$ cat src/rtl/control_unit.sv
//==============================================================================
// Module      : control_unit
// Description : Moore sequencer for a three-bus RISC datapath. It runs a fetch
//               in T0..T2 and a per-opcode execute in T3..T7, and stops in HALT.
//               Optional build macro: CTRL_MUL_DIV_EN adds the mul/div sequences.
// Revision    : 1.0 - initial release
//==============================================================================
`default_nettype none

module control_unit (
    input  logic        clock,
    input  logic        clear,
    input  logic [31:0] ir,
    input  logic        CON_output,
    input  logic        stop,
    output logic        PCout,
    output logic        MDRout,
    output logic        ZLowout,
    output logic        ZHighout,
    output logic        Cout,
    output logic        MAR_enable,
    output logic        MDR_enable,
    output logic        IR_enable,
    output logic        Y_enable,
    output logic        PC_enable,
    output logic        Z_low_enable,
    output logic        Z_high_enable,
    output logic        HI_enable,
    output logic        LO_enable,
    output logic        GRA,
    output logic        GRB,
    output logic        GRC,
    output logic        Rin,
    output logic        Rout,
    output logic        BAout,
    output logic        CON_in,
    output logic        IncPC,
    output logic        Read,
    output logic        Write,
    output logic [4:0]  operation,
    output logic        run
);

    localparam logic [4:0] c_OP_LD   = 5'b00000;
    localparam logic [4:0] c_OP_ST   = 5'b00010;
    localparam logic [4:0] c_OP_ADD  = 5'b00011;
    localparam logic [4:0] c_OP_AND  = 5'b00101;
    localparam logic [4:0] c_OP_OR   = 5'b00110;
    localparam logic [4:0] c_OP_ALU0 = 5'b00011;
    localparam logic [4:0] c_OP_ALU1 = 5'b01011;
    localparam logic [4:0] c_OP_ADDI = 5'b01100;
    localparam logic [4:0] c_OP_ANDI = 5'b01101;
    localparam logic [4:0] c_OP_ORI  = 5'b01110;
    localparam logic [4:0] c_OP_MUL  = 5'b01111;
    localparam logic [4:0] c_OP_DIV  = 5'b10000;
    localparam logic [4:0] c_OP_BR   = 5'b10010;
    localparam logic [4:0] c_OP_HALT = 5'b11010;

    typedef enum logic [3:0] {
        T0   = 4'd0,
        T1   = 4'd1,
        T2   = 4'd2,
        T3   = 4'd3,
        T4   = 4'd4,
        T5   = 4'd5,
        T6   = 4'd6,
        T7   = 4'd7,
        HALT = 4'd8
    } state_t;

    state_t     r_state;
    state_t     w_next;
    state_t     w_finish;
    logic [4:0] w_opc;
    logic [4:0] w_imm_op;
    logic       w_is_alu;
    logic       w_is_imm;
    logic       w_is_ld;
    logic       w_is_st;
    logic       w_is_br;
    logic       w_is_halt;
    logic       w_is_muldiv;
    logic       w_is_nop;
    logic       w_unused_ir;

    assign w_opc       = ir[31:27];
    assign w_unused_ir = ^ir[26:0];

    assign w_is_alu  = (w_opc >= c_OP_ALU0) && (w_opc <= c_OP_ALU1);
    assign w_is_imm  = (w_opc >= c_OP_ADDI) && (w_opc <= c_OP_ORI);
    assign w_is_ld   = (w_opc == c_OP_LD);
    assign w_is_st   = (w_opc == c_OP_ST);
    assign w_is_br   = (w_opc == c_OP_BR);
    assign w_is_halt = (w_opc == c_OP_HALT);

`ifdef CTRL_MUL_DIV_EN
    assign w_is_muldiv = (w_opc == c_OP_MUL) || (w_opc == c_OP_DIV);
`else
    assign w_is_muldiv = 1'b0;
`endif

    // nop and every undefined opcode share the same empty T3
    assign w_is_nop = !(w_is_alu || w_is_imm || w_is_ld || w_is_st ||
                        w_is_br || w_is_halt || w_is_muldiv);

    assign w_imm_op = (w_opc == c_OP_ADDI) ? c_OP_ADD :
                      (w_opc == c_OP_ANDI) ? c_OP_AND : c_OP_OR;

    // A pending stop is honoured only at the last state of an instruction
    assign w_finish = stop ? HALT : T0;

    always_ff @(posedge clock or negedge clear) begin
        if (!clear) begin
            r_state <= T0;
        end else begin
            r_state <= w_next;
        end
    end

    always_comb begin
        w_next = T0;
        case (r_state)
            T0:      w_next = T1;
            T1:      w_next = T2;
            T2:      w_next = T3;
            T3:      w_next = w_is_halt ? HALT : (w_is_nop ? w_finish : T4);
            T4:      w_next = T5;
            T5:      w_next = (w_is_alu || w_is_imm) ? w_finish : T6;
            T6:      w_next = (w_is_br || w_is_muldiv) ? w_finish : T7;
            T7:      w_next = w_finish;
            HALT:    w_next = HALT;
            default: w_next = T0;
        endcase
    end

    always_comb begin
        PCout         = 1'b0;
        MDRout        = 1'b0;
        ZLowout       = 1'b0;
        ZHighout      = 1'b0;
        Cout          = 1'b0;
        MAR_enable    = 1'b0;
        MDR_enable    = 1'b0;
        IR_enable     = 1'b0;
        Y_enable      = 1'b0;
        PC_enable     = 1'b0;
        Z_low_enable  = 1'b0;
        Z_high_enable = 1'b0;
        HI_enable     = 1'b0;
        LO_enable     = 1'b0;
        GRA           = 1'b0;
        GRB           = 1'b0;
        GRC           = 1'b0;
        Rin           = 1'b0;
        Rout          = 1'b0;
        BAout         = 1'b0;
        CON_in        = 1'b0;
        IncPC         = 1'b0;
        Read          = 1'b0;
        Write         = 1'b0;
        operation     = 5'b00000;
        run           = 1'b1;
        // Outputs stay quiet for as long as clear is held, not just until the next edge
        if (clear) begin
            case (r_state)
                T0: begin
                    PCout = 1'b1; MAR_enable = 1'b1; IncPC = 1'b1;
                end
                T1: begin
                    Read = 1'b1; MDR_enable = 1'b1;
                end
                T2: begin
                    MDRout = 1'b1; IR_enable = 1'b1;
                end
                T3: begin
                    if (w_is_alu || w_is_imm) begin
                        GRB = 1'b1; Rout = 1'b1; Y_enable = 1'b1;
                    end else if (w_is_ld || w_is_st) begin
                        GRB = 1'b1; BAout = 1'b1; Y_enable = 1'b1;
                    end else if (w_is_br) begin
                        GRA = 1'b1; Rout = 1'b1; CON_in = 1'b1;
                    end else if (w_is_muldiv) begin
                        GRA = 1'b1; Rout = 1'b1; Y_enable = 1'b1;
                    end
                end
                T4: begin
                    if (w_is_alu) begin
                        GRC = 1'b1; Rout = 1'b1; Z_low_enable = 1'b1; operation = w_opc;
                    end else if (w_is_imm) begin
                        Cout = 1'b1; Z_low_enable = 1'b1; operation = w_imm_op;
                    end else if (w_is_ld || w_is_st) begin
                        Cout = 1'b1; Z_low_enable = 1'b1; operation = c_OP_ADD;
                    end else if (w_is_br) begin
                        PCout = 1'b1; Y_enable = 1'b1;
                    end else if (w_is_muldiv) begin
                        GRB = 1'b1; Rout = 1'b1; Z_low_enable = 1'b1;
                        Z_high_enable = 1'b1; operation = w_opc;
                    end
                end
                T5: begin
                    if (w_is_alu || w_is_imm) begin
                        ZLowout = 1'b1; GRA = 1'b1; Rin = 1'b1;
                    end else if (w_is_ld || w_is_st) begin
                        ZLowout = 1'b1; MAR_enable = 1'b1;
                    end else if (w_is_br) begin
                        Cout = 1'b1; Z_low_enable = 1'b1; operation = c_OP_ADD;
                    end else if (w_is_muldiv) begin
                        ZLowout = 1'b1; LO_enable = 1'b1;
                    end
                end
                T6: begin
                    if (w_is_ld) begin
                        Read = 1'b1; MDR_enable = 1'b1;
                    end else if (w_is_st) begin
                        GRA = 1'b1; Rout = 1'b1; MDR_enable = 1'b1;
                    end else if (w_is_br) begin
                        ZLowout   = CON_output;
                        PC_enable = CON_output;
                    end else if (w_is_muldiv) begin
                        ZHighout = 1'b1; HI_enable = 1'b1;
                    end
                end
                T7: begin
                    if (w_is_ld) begin
                        MDRout = 1'b1; GRA = 1'b1; Rin = 1'b1;
                    end else if (w_is_st) begin
                        Write = 1'b1;
                    end
                end
                HALT:    run = 1'b0;
                default: run = 1'b1;
            endcase
        end
    end

endmodule

`default_nettype wire

$ cat config.mk
export PLATFORM = sky130hd
export DESIGN_NAME = control_unit
export DESIGN_NICKNAME = d
export VERILOG_FILES = /design/src/rtl/control_unit.sv
export SDC_FILE = /design/constraint.sdc
export NUM_CORES = 1
export LEC_CHECK = 0
export ABC_AREA = 1
export CORE_UTILIZATION = 33
export CTS_BUF_LIST = sky130_fd_sc_hd__clkbuf_8
export DETAILED_ROUTE_END_ITERATION = 10
export PLACE_DENSITY = 0.83
export SYNTH_ARGS = -nofsm -noshare
export SYNTH_HDL_FRONTEND = slang
export SYNTH_SLANG_ARGS = --single-unit
export TNS_END_PERCENT = 10
$ cat constraint.sdc
create_clock -name clock -period 1.8 [get_ports clock]
set_input_delay 0.36 -clock clock [delete_from_list [all_inputs] [get_ports clock]]
set_output_delay 0.36 -clock clock [all_outputs]
set_load 0.01 [all_outputs]
==> metrics.yaml <==
place_ws_ps: -827
cp_slowest_cell: "dfrtp_1"
dp_cells: 242
fillers: 155
synth_common_cells: "nand2_1 (36), inv_1 (22), nor2_1 (15), nand3_1 (14), a21oi_1 (9)"
startpoint_type: "flip-flop"
cts.sinks: 4
period_share_pct: 111
synthArstFlopShare_pct: 100
reg2reg_from: "r_state[1]$_DFF_PN0_"
place_hpwl_um: 2230
io_pins: 66
max-vdd-ir-drop_mv: 0.847
die_x_um: 50.7
clk_latency_ps: 230
tns_ps: -2310
synth-main-ff-cell: "dfrtp_1"
p_leak_nw: 0.895
regMostFlops: "r_state"
rows: 17
die_h_um: 50.7
fmax_mhz: 498
rsz0062_at_grt: "yes"
ys.warnings.count: 0
grt_pass1_wl_um: 5950
wl_per_cell_um: 14.9
top_regs: "r_state x4"
yosysTopAreaCell: "nand2_1"
synth_cell_type_count: 23
p_total_mw: 1.44
grt_max_degree: 10
fin_skew_ps: 4.87
setup_ws_ps: -207
dieArea_um2: 2570
cts_max_path_buffers: 2
wl_um: 3940
antenna_left: 0
viasPerCell: 5.23
layout_min_cycle_time_ps: 2010
vias: 1381
maxCapViolCount: 0
critPathKind: "flip-flop to output pin"
synth_top_area_share_pct: 17.3
ys_seq_elements: 4
gr-total-overflow: 0
hold_path_class: "input port to async pin"
slew_viol_final: 0
r2r-end: "r_state[2]$_DFF_PN0_"
drcViolationCount: 0
status: "complete, but fails checks"
largest_reg_flops: 4
instances_no_fill: 264
yosysMostFrequentCell: "nand2_1"
drt_first_pass_iters: 4
grt_pass1_vias: 1309
finalSetupViolCount: 21
nets: 274
crit_fanout: 6
worst_r2r_path_depth: 9
ctsHtreeMaxLevel: 1
area_growth_syn_to_layout_pct: 104
cts_tree: "done"
path_cells: "buf_6, inv_4, nor3_4, nand4_1, o21ai_1, buf_2"
syn_area_um2: 783
diodes: 0
synth.area.top_cells: "nand2_1 (17%), dfrtp_1 (13%), inv_1 (11%)"
worst_path_largest_cell_delay_ps: 430
cts_root_buffer: "clkbuf_8"
gp_congestion: 0.874
critPathCaptureType: "output pin"
powerDensity_nw_per_um2: 898
critPathArrivalTime_ps: 1650
drt_iter0_markers: 57
violations: "setup timing"
coreArea_um2: 2230
antenna_found_initial: 0
numPortBuffers: 33
synth-seq-area-share_pct: 12.8
layout-drive-gt1-share_pct: 59.7
r2r_slack_ps: 280
syn_inst: 144
start_util_pct: 35.1
hold_viol_final: 0
grt.total_usage_pct: 31.3
synth-edff-count: 0
cp.required_ps: 1440
cts_buffers: 3
avgSynthCellArea_um2: 5.44
worst-path-buf-inv: 3
crit_family: "simple AND/OR/NAND/NOR gates"
clk_pin_slew_ps: 40
ctsHoldBuffers: 0
## cells by family (layout without fill, tap and decap cells)
| kind of cell | Yosys count | after routing | share of synthesized area (%) |
|---|---|---|---|
| AOI/OAI and AO/OA | 19 | 19 | 13.6 |
| DFF | 4 | 4 | 12.8 |
| buffers and inverters | 34 | 122 | 18.7 |
| other | 1 | 5 | 0.479 |
| and+or+nand+nor | 86 | 86 | 54.5 |
## cell usage in the layout, fill, tap and decap left out, types with 4 or more instances in the layout
master and n:
buf_4 55, buf_2 25, nand2_1 23, nand2_2 15, inv_1 14, inv_2 13
nand3_1 11, a21oi_1 9, nor2_1 8, nor2_2 6, o21ai_1 5, conb_1 5
buf_6 5, nor2_4 4, nor3_1 4, dfrtp_1 4
## area by class of cell
class,count,area (µm²),area share (%)
Clock buffer,3,41.3,2.58
Inverter,28,108,6.73
Sequential cell,4,100,6.26
Timing Repair Buffer,91,654,40.9
Tap cell,28,35.0,2.19
Multi-Input combinational cell,110,661,41.3
## power breakdown
group,leakage (nW),internal [mW],switching (mW)
registers,0.0512,0.130,0.0524
logic,0.822,0.485,0.565
clock network,0.0216,0.144,0.0594
## stage by stage
| step | hold slack (ps) | utilization (%) | cell area (µm²) |
|---|---|---|---|
| detailed placement | 731 | 63.4 | 1420 |
| finish | 254 | 71.6 | 1600 |
| floorplan | 64.4 | - | 798 |
| global placement | 730 | 63.4 | 1420 |
| CTS | 260 | 69.6 | 1560 |
| global route | 276 | 71.6 | 1600 |
## worst max-delay path by stage
| stage | cells past startpoint | end | startpoint | slack, ps |
|---|---|---|---|---|
| after detailed placement | 10 | GRA | ir[30] | -830 |
| after global routing | 7 | ZLowout | r_state[1]$_DFF_PN0_ | -260 |
| after CTS | 6 | operation[0] | r_state[0]$_DFF_PN0_ | -100 |
| final | 6 | operation[0] | r_state[0]$_DFF_PN0_ | -210 |
| after global placement | 9 | GRA | ir[27] | -800 |
| after floorplan | 7 | operation[2] | r_state[1]$_DFF_PN0_ | 210 |
## per-layer routing
| metal | track usage (%) | vias to the layer above | share of wire (%) |
|---|---|---|---|
| met3 | 4.85 | 26 | 6.3 |
| met4 | 16.7 | 0 | 5.3 |
| met1 | 39.8 | 624 | 41 |
| met2 | 50.4 | 92 | 47 |
| met5 | 0 | - | 0 |
| li1 | - | 639 | - |
## timing repair
item,in CTS,in global routing
resized for setup,155,8
pin swaps,27,13
endpoints found under the hold margin,0,0
cloned,0,0
setup buffers,15,4
endpoints found under the setup margin,28,23
## worst register-to-register path, cell delays in order, from the launching register on
cell	delay [ps]
dfrtp_1	420
buf_4	140
inv_2	40
nor3_4	270
buf_4	180
buf_4	110
nand2_2	60
o21ai_1	70
inv_1	70
nand3_1	90
(Power assumes the default switching activity.)
